--- config.mk ---
export PLATFORM = sky130hd
export DESIGN_NAME = window_gen_5x5
export DESIGN_NICKNAME = d
export VERILOG_FILES = /design/src/rtl/window_gen_5x5_pkg.sv /design/src/rtl/window_gen_5x5_line_delay.sv /design/src/rtl/window_gen_5x5.sv
export SDC_FILE = /design/constraint.sdc
export NUM_CORES = 2
export LEC_CHECK = 0
export BUFFER_PORTS_ARGS = -buffer_cell sky130_fd_sc_hd__buf_2
export CORE_ASPECT_RATIO = 2
export CORE_MARGIN = 5
export CORE_UTILIZATION = 25
export CTS_CLUSTER_SIZE = 20
export DETAILED_ROUTE_END_ITERATION = 10
export SYNTH_ARGS = -nofsm -noshare
export SYNTH_HDL_FRONTEND = slang
export SYNTH_SLANG_ARGS = --single-unit
--- constraint.sdc ---
create_clock -name clk -period 7.15 [get_ports clk]
set_input_delay 0.3575 -clock clk [delete_from_list [all_inputs] [get_ports clk]]
set_output_delay 0.3575 -clock clk [all_outputs]
set_load 0.02 [all_outputs]
--- src/rtl/window_gen_5x5_pkg.sv ---
// Shared constants for the 5x5 sliding-window generator.
// Pixel width, kernel size and default image geometry.
package window_gen_5x5_pkg;
  localparam int DATA_WIDTH = 16;
  localparam int KERNEL     = 5;
  localparam int IMG_W_DEF  = 28;
  localparam int IMG_H_DEF  = 28;
endpackage

--- src/rtl/window_gen_5x5_line_delay.sv ---
// Valid-enabled circular delay line: dout is the sample written DEPTH accepted beats ago.
// Combinational read, no backpressure; contents are never cleared.
module line_delay #(
  parameter int DATA_WIDTH = window_gen_5x5_pkg::DATA_WIDTH,
  parameter int DEPTH      = window_gen_5x5_pkg::IMG_W_DEF
) (
  input  logic                  clk,
  input  logic                  rst_n,
  input  logic                  en,
  input  logic [DATA_WIDTH-1:0] din,
  output logic [DATA_WIDTH-1:0] dout
);
  localparam int AW = (DEPTH > 1) ? $clog2(DEPTH) : 1;
  localparam logic [AW-1:0] LAST = AW'(DEPTH - 1);

  logic [DATA_WIDTH-1:0] mem [DEPTH];
  logic [AW-1:0]         ptr;

  // Read-before-write at the same slot gives exactly DEPTH beats of delay.
  assign dout = mem[ptr];

  always_ff @(posedge clk or negedge rst_n) begin
    if (!rst_n) begin
      ptr <= '0;
    end else if (en) begin
      ptr <= (ptr == LAST) ? '0 : ptr + 1'b1;
    end
  end

  always_ff @(posedge clk) begin
    if (en) begin
      mem[ptr] <= din;
    end
  end
endmodule

--- src/rtl/window_gen_5x5.sv ---
// Raster-stream to 5x5 window generator; window registered 1 cycle after its completing pixel.
// No backpressure: one pixel accepted per in_valid cycle, one window emitted per qualifying pixel.
module window_gen_5x5 #(
  parameter int DATA_WIDTH = window_gen_5x5_pkg::DATA_WIDTH,
  parameter int IMG_W      = window_gen_5x5_pkg::IMG_W_DEF,
  parameter int IMG_H      = window_gen_5x5_pkg::IMG_H_DEF
) (
  input  logic                     clk,
  input  logic                     rst_n,
  input  logic                     in_valid,
  input  logic                     in_sof,
  input  logic [DATA_WIDTH-1:0]    in_pixel,
  output logic                     out_valid,
  output logic [25*DATA_WIDTH-1:0] out_win_25P,
  output logic                     out_eof
);
  import window_gen_5x5_pkg::*;

  localparam int CW = $clog2(IMG_W);
  localparam int RW = $clog2(IMG_H);
  localparam logic [CW-1:0] COL_LAST  = CW'(IMG_W - 1);
  localparam logic [RW-1:0] ROW_LAST  = RW'(IMG_H - 1);
  localparam logic [CW-1:0] COL_FIRST = CW'(KERNEL - 1);
  localparam logic [RW-1:0] ROW_FIRST = RW'(KERNEL - 1);

  logic [CW-1:0] col_cnt, cur_col;
  logic [RW-1:0] row_cnt, cur_row;
  logic          emit, last;

  // tap[r] is the pixel of row (cur_row-4+r) in the current column.
  logic [DATA_WIDTH-1:0] tap     [KERNEL];
  logic [DATA_WIDTH-1:0] win     [KERNEL][KERNEL];
  logic [DATA_WIDTH-1:0] win_nxt [KERNEL][KERNEL];

  assign tap[KERNEL-1] = in_pixel;

  for (genvar i = 0; i < KERNEL - 1; i++) begin : g_line
    line_delay #(
      .DATA_WIDTH(DATA_WIDTH),
      .DEPTH     (IMG_W)
    ) u_line_delay (
      .clk  (clk),
      .rst_n(rst_n),
      .en   (in_valid),
      .din  (tap[i+1]),
      .dout (tap[i])
    );
  end

  // sof forces the current pixel to (0,0) regardless of the counters.
  assign cur_col = in_sof ? '0 : col_cnt;
  assign cur_row = in_sof ? '0 : row_cnt;
  assign emit    = in_valid && (cur_row >= ROW_FIRST) && (cur_col >= COL_FIRST);
  assign last    = (cur_row == ROW_LAST) && (cur_col == COL_LAST);

  always_comb begin
    for (int r = 0; r < KERNEL; r++) begin
      for (int c = 0; c < KERNEL - 1; c++) begin
        win_nxt[r][c] = win[r][c+1];
      end
      win_nxt[r][KERNEL-1] = tap[r];
    end
  end

  always_ff @(posedge clk or negedge rst_n) begin
    if (!rst_n) begin
      col_cnt <= '0;
      row_cnt <= '0;
    end else if (in_valid) begin
      if (cur_col == COL_LAST) begin
        col_cnt <= '0;
        row_cnt <= (cur_row == ROW_LAST) ? '0 : cur_row + 1'b1;
      end else begin
        col_cnt <= cur_col + 1'b1;
        row_cnt <= cur_row;
      end
    end
  end

  // Window contents are only emitted once fully refilled, so no reset needed.
  always_ff @(posedge clk) begin
    if (in_valid) begin
      win <= win_nxt;
    end
  end

  always_ff @(posedge clk or negedge rst_n) begin
    if (!rst_n) begin
      out_valid   <= 1'b0;
      out_eof     <= 1'b0;
      out_win_25P <= '0;
    end else begin
      out_valid <= emit;
      out_eof   <= emit && last;
      if (emit) begin
        for (int r = 0; r < KERNEL; r++) begin
          for (int c = 0; c < KERNEL; c++) begin
            out_win_25P[(r*KERNEL+c)*DATA_WIDTH +: DATA_WIDTH] <= win_nxt[r][c];
          end
        end
      end
    end
  end
endmodule

; Yosys cells after proc, flatten, opt, wreduce, memory -nomap -nowiden
; Memories as Yosys holds them, arrays and structs flattened.
; Index checks and enable logic that the tools add are counted.
[classes]
add_sub_neg = 6
n_lt_le_gt_ge = 2
eq_ne = 6
mux = 11
n_reduce_logical = 4
[op_table]
columns = operator, count
row1 = $mux 5, 9
row2 = $add 5x1->5 const B, 6
row3 = $eq 5x5->1 const B, 6
row4 = $ge 5x3->1 const B, 2
row5 = $logic_and 1x1->1, 4
row6 = $mux 1, 2
[word_totals]
register_bits = 752
mem_bits_rw = 1792
in_bits = 20
out_inout_bits = 402
wordCells = 62
n_memories = 4
[memory_table]
columns = name, words, word_bits, read_ports, rd_ports_with_merged_regs, wr, line_no
row1 = g_line[0].u_line_delay.mem, 28, 16, 1, 0, 1, window_gen_5x5_line_delay.sv:16  ; logic [DATA_WIDTH-1:0] mem [DEPTH];
row2 = g_line[1].u_line_delay.mem, 28, 16, 1, 0, 1, window_gen_5x5_line_delay.sv:16
row3 = g_line[2].u_line_delay.mem, 28, 16, 1, 0, 1, window_gen_5x5_line_delay.sv:16
row4 = g_line[3].u_line_delay.mem, 28, 16, 1, 0, 1, window_gen_5x5_line_delay.sv:16

; Logic depth before layout (Yosys ltp)
[logic_depth]
depth_word = 5
ltp_mapped = 10
ltp_nobuf = 8

; Modules after synthesis
; Synthesis repeated with hierarchy kept, for this count alone.
[hier_totals]
cells_unflattened = 4624
area_unflattened_um2 = 95765.6
[modules_own_cells]
columns = mod, instances, cells_each, area_per_inst_um2, seq_area_each_um2
row1 = line_delay, 4, 845, 17641.9, 13578.0
row2 = window_gen_5x5, 1, 1244, 25197.9, 19919.1

; Worst setup path after synthesis
; No wires, ideal clock.
[synth_timing]
path_kind = register to register
start = register g_line[0].u_line_delay.ptr[0]
end = memory g_line[0].u_line_delay.mem[24][0] (enable)
setup_ps = 409
arrival_ps = 2590
required_time_ps = 6741
setup_slack_ps = 4151
path_stages_with_launch = 9
n_path_buf = 4
period_less_slack_ps = 2999
cell_sequence = dfrtp_1 > buf_6 > buf_4 > buf_4 > buf_2 > inv_1 > ha_1 > nand2_1 > nor3_1
[synth_rtl]
columns = element, line_no
row1 = "start, declared", window_gen_5x5_line_delay.sv:17  ; logic [AW-1:0] ptr;
row2 = "start signal, assigned", window_gen_5x5_line_delay.sv:26  ; ptr <= (ptr == LAST) ? '0 : ptr + 1'b1;
row3 = "end, declared", window_gen_5x5_line_delay.sv:16
; Straight into the memory's write port.

; Final worst setup path
[layout_timing]
start = register g_line[3].u_line_delay.ptr[0]
end = register out_win_25P[319]
[layout_via]
elab_chain_cells = 1
[layout_rtl]
columns = element, line_no
row1 = "start, declared", window_gen_5x5_line_delay.sv:17
row2 = "start signal, assigned", window_gen_5x5_line_delay.sv:26
row3 = $mem_v2 28x16, -
row4 = via g_line[2].u_line_delay.din[15], window_gen_5x5_line_delay.sv:10  ; input logic [DATA_WIDTH-1:0] din,
row5 = "end signal, assigned by index", window_gen_5x5.sv:98  ; out_win_25P[(r*KERNEL+c)*DATA_WIDTH +: DATA_WIDTH] <= win_nxt[r][c];
row6 = "end, declared", window_gen_5x5.sv:14  ; output logic [25*DATA_WIDTH-1:0] out_win_25P,
; The timed path passes the listed nets, and every way through them passes these cells.
; A chain may end at the register's enable or synchronous reset.

==> results.cfg <==
[status]
status = completed

[yosys]
synth_top_family_by_area = multiplexers
synth_area_leaders = edfxtp_1 67%, dfrtp_1 11%, mux2i_1 5.2%
synth_simple_gate_area_share_pct = 2.526
ys.flop_type = edfxtp_1
synth_top_cell_area_share_pct = 66.70
synthTopCellsByCount = 2112 x edfxtp_1, 495 x mux2i_1, 432 x dfrtp_1
synth-edff-count = 2112
seq_area_frac_synth_pct = 78.07
synth_nets = 4844
synth_area_um2 = 95090
synth_warnings = 0
synth_cells = 4804
synth_compound_area_share_pct = 2.992
synthAdderAreaFrac_pct = 0.2632
synth.area.mux_share_pct = 14.67
yosys.cell_types.count = 64
synth_largest_area_cell = edfxtp_1
synth_seq_cells = 2544
avgSynthCellArea_um2 = 19.79
synth-xor-area-share_pct = 0.06448
post-synth-top-count-cell = edfxtp_1
async_flop_share_pct = 16.98

[critical_path]
critPathSlowestCell = dfrtp_4
crit_path_start_kind = flip-flop
r2r-end = out_win_25P[319]
worst-path-stages = 6
critPathTopFamily = multiplexers
r2r_slack_ns = 2.40
critPathKind = flip-flop to flip-flop
crit_fanout = 101
cp-end-kind = flip-flop
reg2reg_from = g_line[3].u_line_delay.ptr[0]
cpPeakStageDelay_ns = 0.97
cp_num_buf_inv = 2
path_cells = buf_12 > buf_4 > mux4_2 > a211oi_1 > nand3_1 > mux2_2
crit_arrival_ns = 5.57
worst_ep_required_time_ns = 7.97
reg2reg_depth = 6

[clock_tree]
clock-sinks = 2544
cts_buffer_depth = 4
tritoncts = yes
clk_latency_ns = 0.94
htreeDepth = 4
postCtsSetupBuffers = 0
cts_root_buf = clkbuf_16
cts.repair.resized = 0
cts-buffers-inserted = 227
clk_pin_slew_worst_paths_ns = 0.07

[job]
drv_cap = 0

[placed_design]
dp_hpwl_mm = 169.0
place_congestion = 0.8554
port_buffers = 421

[global_route]
antenna_found_initial = 5
gr-total-overflow = 0
grt_pass1_wl_mm = 361.0
grt_start_max_net_pins = 133
grt_pass1_vias = 50117
grt.total_usage_pct = 12.45

[hold_path]
whs_path_depth = 1
holdCritStartpoint = in_pixel[3]
worstHoldEndpoint = win[3]
hp-class = primary input to flip-flop

[power_and_ir_drop]
swShare_pct = 31.92
switchingPower_mw = 14.26
powerDensity_nw_per_um2 = 399.8
peakVddDrop_mv = 0.3105
pwr-share-comb_pct = 24.1
intPower_mw = 30.41
power.total_mw = 44.67
power_frac_seq_pct = 47.9
clockPowerShare_pct = 28.0
p_leak_nw = 40.35

[cells_and_area]
areaGrowthSynthToFinish_pct = 17.51
finalNetCount = 5456
final_util_pct = 29.47
layout-drive-gt1-share_pct = 29.03
nFillCells = 36910

[timing]
drv_slew = 0
clock-skew-final_ns = 0.1374
setup_viol = 0
rsz0062_at_grt = false
period_share_pct = 66.45
setup_tns_ns = 0
fin_crit_ns = 4.751
slew_headroom_pct = 11.72
hold_viol = 0
fmax_mhz = 210.5
worst-slew-pin-transition_ns = 1.317

[floorplan]
dieWidth_um = 446.1
dieArea_um2 = 393500
rows = 320
die_h_um = 882.2
start_util_pct = 25.08
core_area_um2 = 379200
io-pin-count = 422

[routing]
firstDrtPassIters = 5
ant_nets = 0
wire_per_inst_um = 23.80
drt_iter0_markers = 3845
num_vias = 47657
drc = 0
routed_via_density = 4.496
wl_mm = 252.3
==> flip-flops by register name, summed over array words and instances, names as in the netlist <==
register	flops
out_eof	1
col_cnt	5
g_line.u_line_delay.ptr	20
out_win_25P	400
row_cnt	5
out_valid	1
win	320
g_line.u_line_delay.mem	1792
==> worst register-to-register path: cells and delay by family, from the launching register on <==
family	cells	cell delay, ns
muxes	2	1.22
DFF	1	0.97
and+or+nand+nor	1	0.80
buffers and inverters	2	1.37
AOI/OAI and AO/OA	1	0.30
==> metal layers <==
layer,up-vias,track usage [%],share of wire (%)
li1,20488,-,-
met1,25070,12.78,34
met2,1595,23.87,55
met3,502,1.880,4.9
met4,2,6.983,6.2
met5,-,0,0.0052
==> worst max path at each step <==
| stage | start | endpoint | slack (ns) |
|---|---|---|---|
| floorplan | g_line[0].u_line_delay.ptr[0] | g_line[0].u_line_delay.mem[24][0] | 4.15 |
| global placement | g_line[3].u_line_delay.ptr[0] | out_win_25P[319] | 2.57 |
| detailed placement | g_line[3].u_line_delay.ptr[0] | out_win_25P[319] | 2.37 |
| CTS | g_line[3].u_line_delay.ptr[0] | out_win_25P[319] | 2.36 |
| global route | g_line[3].u_line_delay.ptr[0] | out_win_25P[319] | 2.12 |
| finish | g_line[3].u_line_delay.ptr[0] | out_win_25P[319] | 2.40 |
==> power by group through the flow <==
| stage | Sequential [mW] | Combinational (mW) | Clock, mW |
|---|---|---|---|
| 5_1_grt | 21.5 | 11.4 | 13.4 |
| 3_5_place_dp | 21.7 | 10.9 | 0 |
| 4_1_cts | 21.4 | 11.0 | 12.8 |
| 6_report | 21.4 | 10.8 | 12.5 |
| 2_1_floorplan | 21.1 | 6.05 | 0 |
| 3_3_place_gp | 21.7 | 10.6 | 0 |
==> what timing repair did <==
action,in CTS,in global routing
endpoints found under the hold margin,252,0
hold buffers,9,0
endpoints found under the setup margin,0,0
==> placed cells by master, fill, tap and decap left out, types with 9 or more instances in the layout <==
| cell | instances |
|---|---|
| clkinvlp_4 | 11 |
| nand4_1 | 12 |
| clkbuf_16 | 228 |
| inv_1 | 20 |
| buf_4 | 190 |
| ha_1 | 20 |
| mux4_2 | 191 |
| dfrtp_1 | 423 |
| nor2_2 | 10 |
| or4b_2 | 10 |
| nand2b_1 | 11 |
| inv_6 | 14 |
| nor3_1 | 16 |
| o22ai_1 | 180 |
| clkbuf_8 | 23 |
| buf_12 | 9 |
| mux2_2 | 392 |
| a31oi_1 | 15 |
| a22oi_1 | 89 |
| clkinv_1 | 17 |
| mux2i_1 | 495 |
| buf_2 | 419 |
| clkinv_4 | 11 |
| a311oi_1 | 9 |
| a211oi_1 | 43 |
| bufinv_16 | 25 |
| o21ai_0 | 15 |
| nor3_2 | 17 |
| edfxtp_1 | 2112 |
| a32oi_1 | 12 |
| nor2_1 | 117 |
| nor4_1 | 15 |
| nand2_1 | 79 |
| clkbuf_1 | 44 |
| nand3_1 | 87 |
| mux4_1 | 9 |
| clkinv_2 | 36 |
| a21oi_1 | 17 |
| nor2b_1 | 17 |
==> cell families after synthesis <==
kind of cell	after synthesis
AOI/OAI and AO/OA	414
xor gates and xnor gates	7
adders and majority gates	20
buffers and inverters	266
DFF	2544
muxes	1090
and+or+nand+nor	463
==> area by class of cell <==
type	instances	area, um^2	share of cell area [%]
Timing Repair Buffer	629	3841	3.438
Tap cell	4991	6245	5.589
Clock inverter	120	1389	1.243
Sequential cell	2544	74260	66.46
Clock buffer	295	6187	5.537
Antenna cell	7	17.52	0.01568
Inverter	20	75.07	0.06719
Multi-Input combinational cell	1994	19720	17.65
==> metrics by stage <==
step	cells	instance area, um^2	hold WS, ns	setup WS (ns)
floorplan	4804	95090	0.06191	4.151
global placement	10169	104000	0.2692	2.573
detailed placement	10169	104000	0.2703	2.374
CTS	10593	111700	0.003724	2.356
global route	10594	111700	0.03470	2.124
finish	10600	111700	0.03184	2.399
Note: power is estimated with default switching activity, not from simulation.
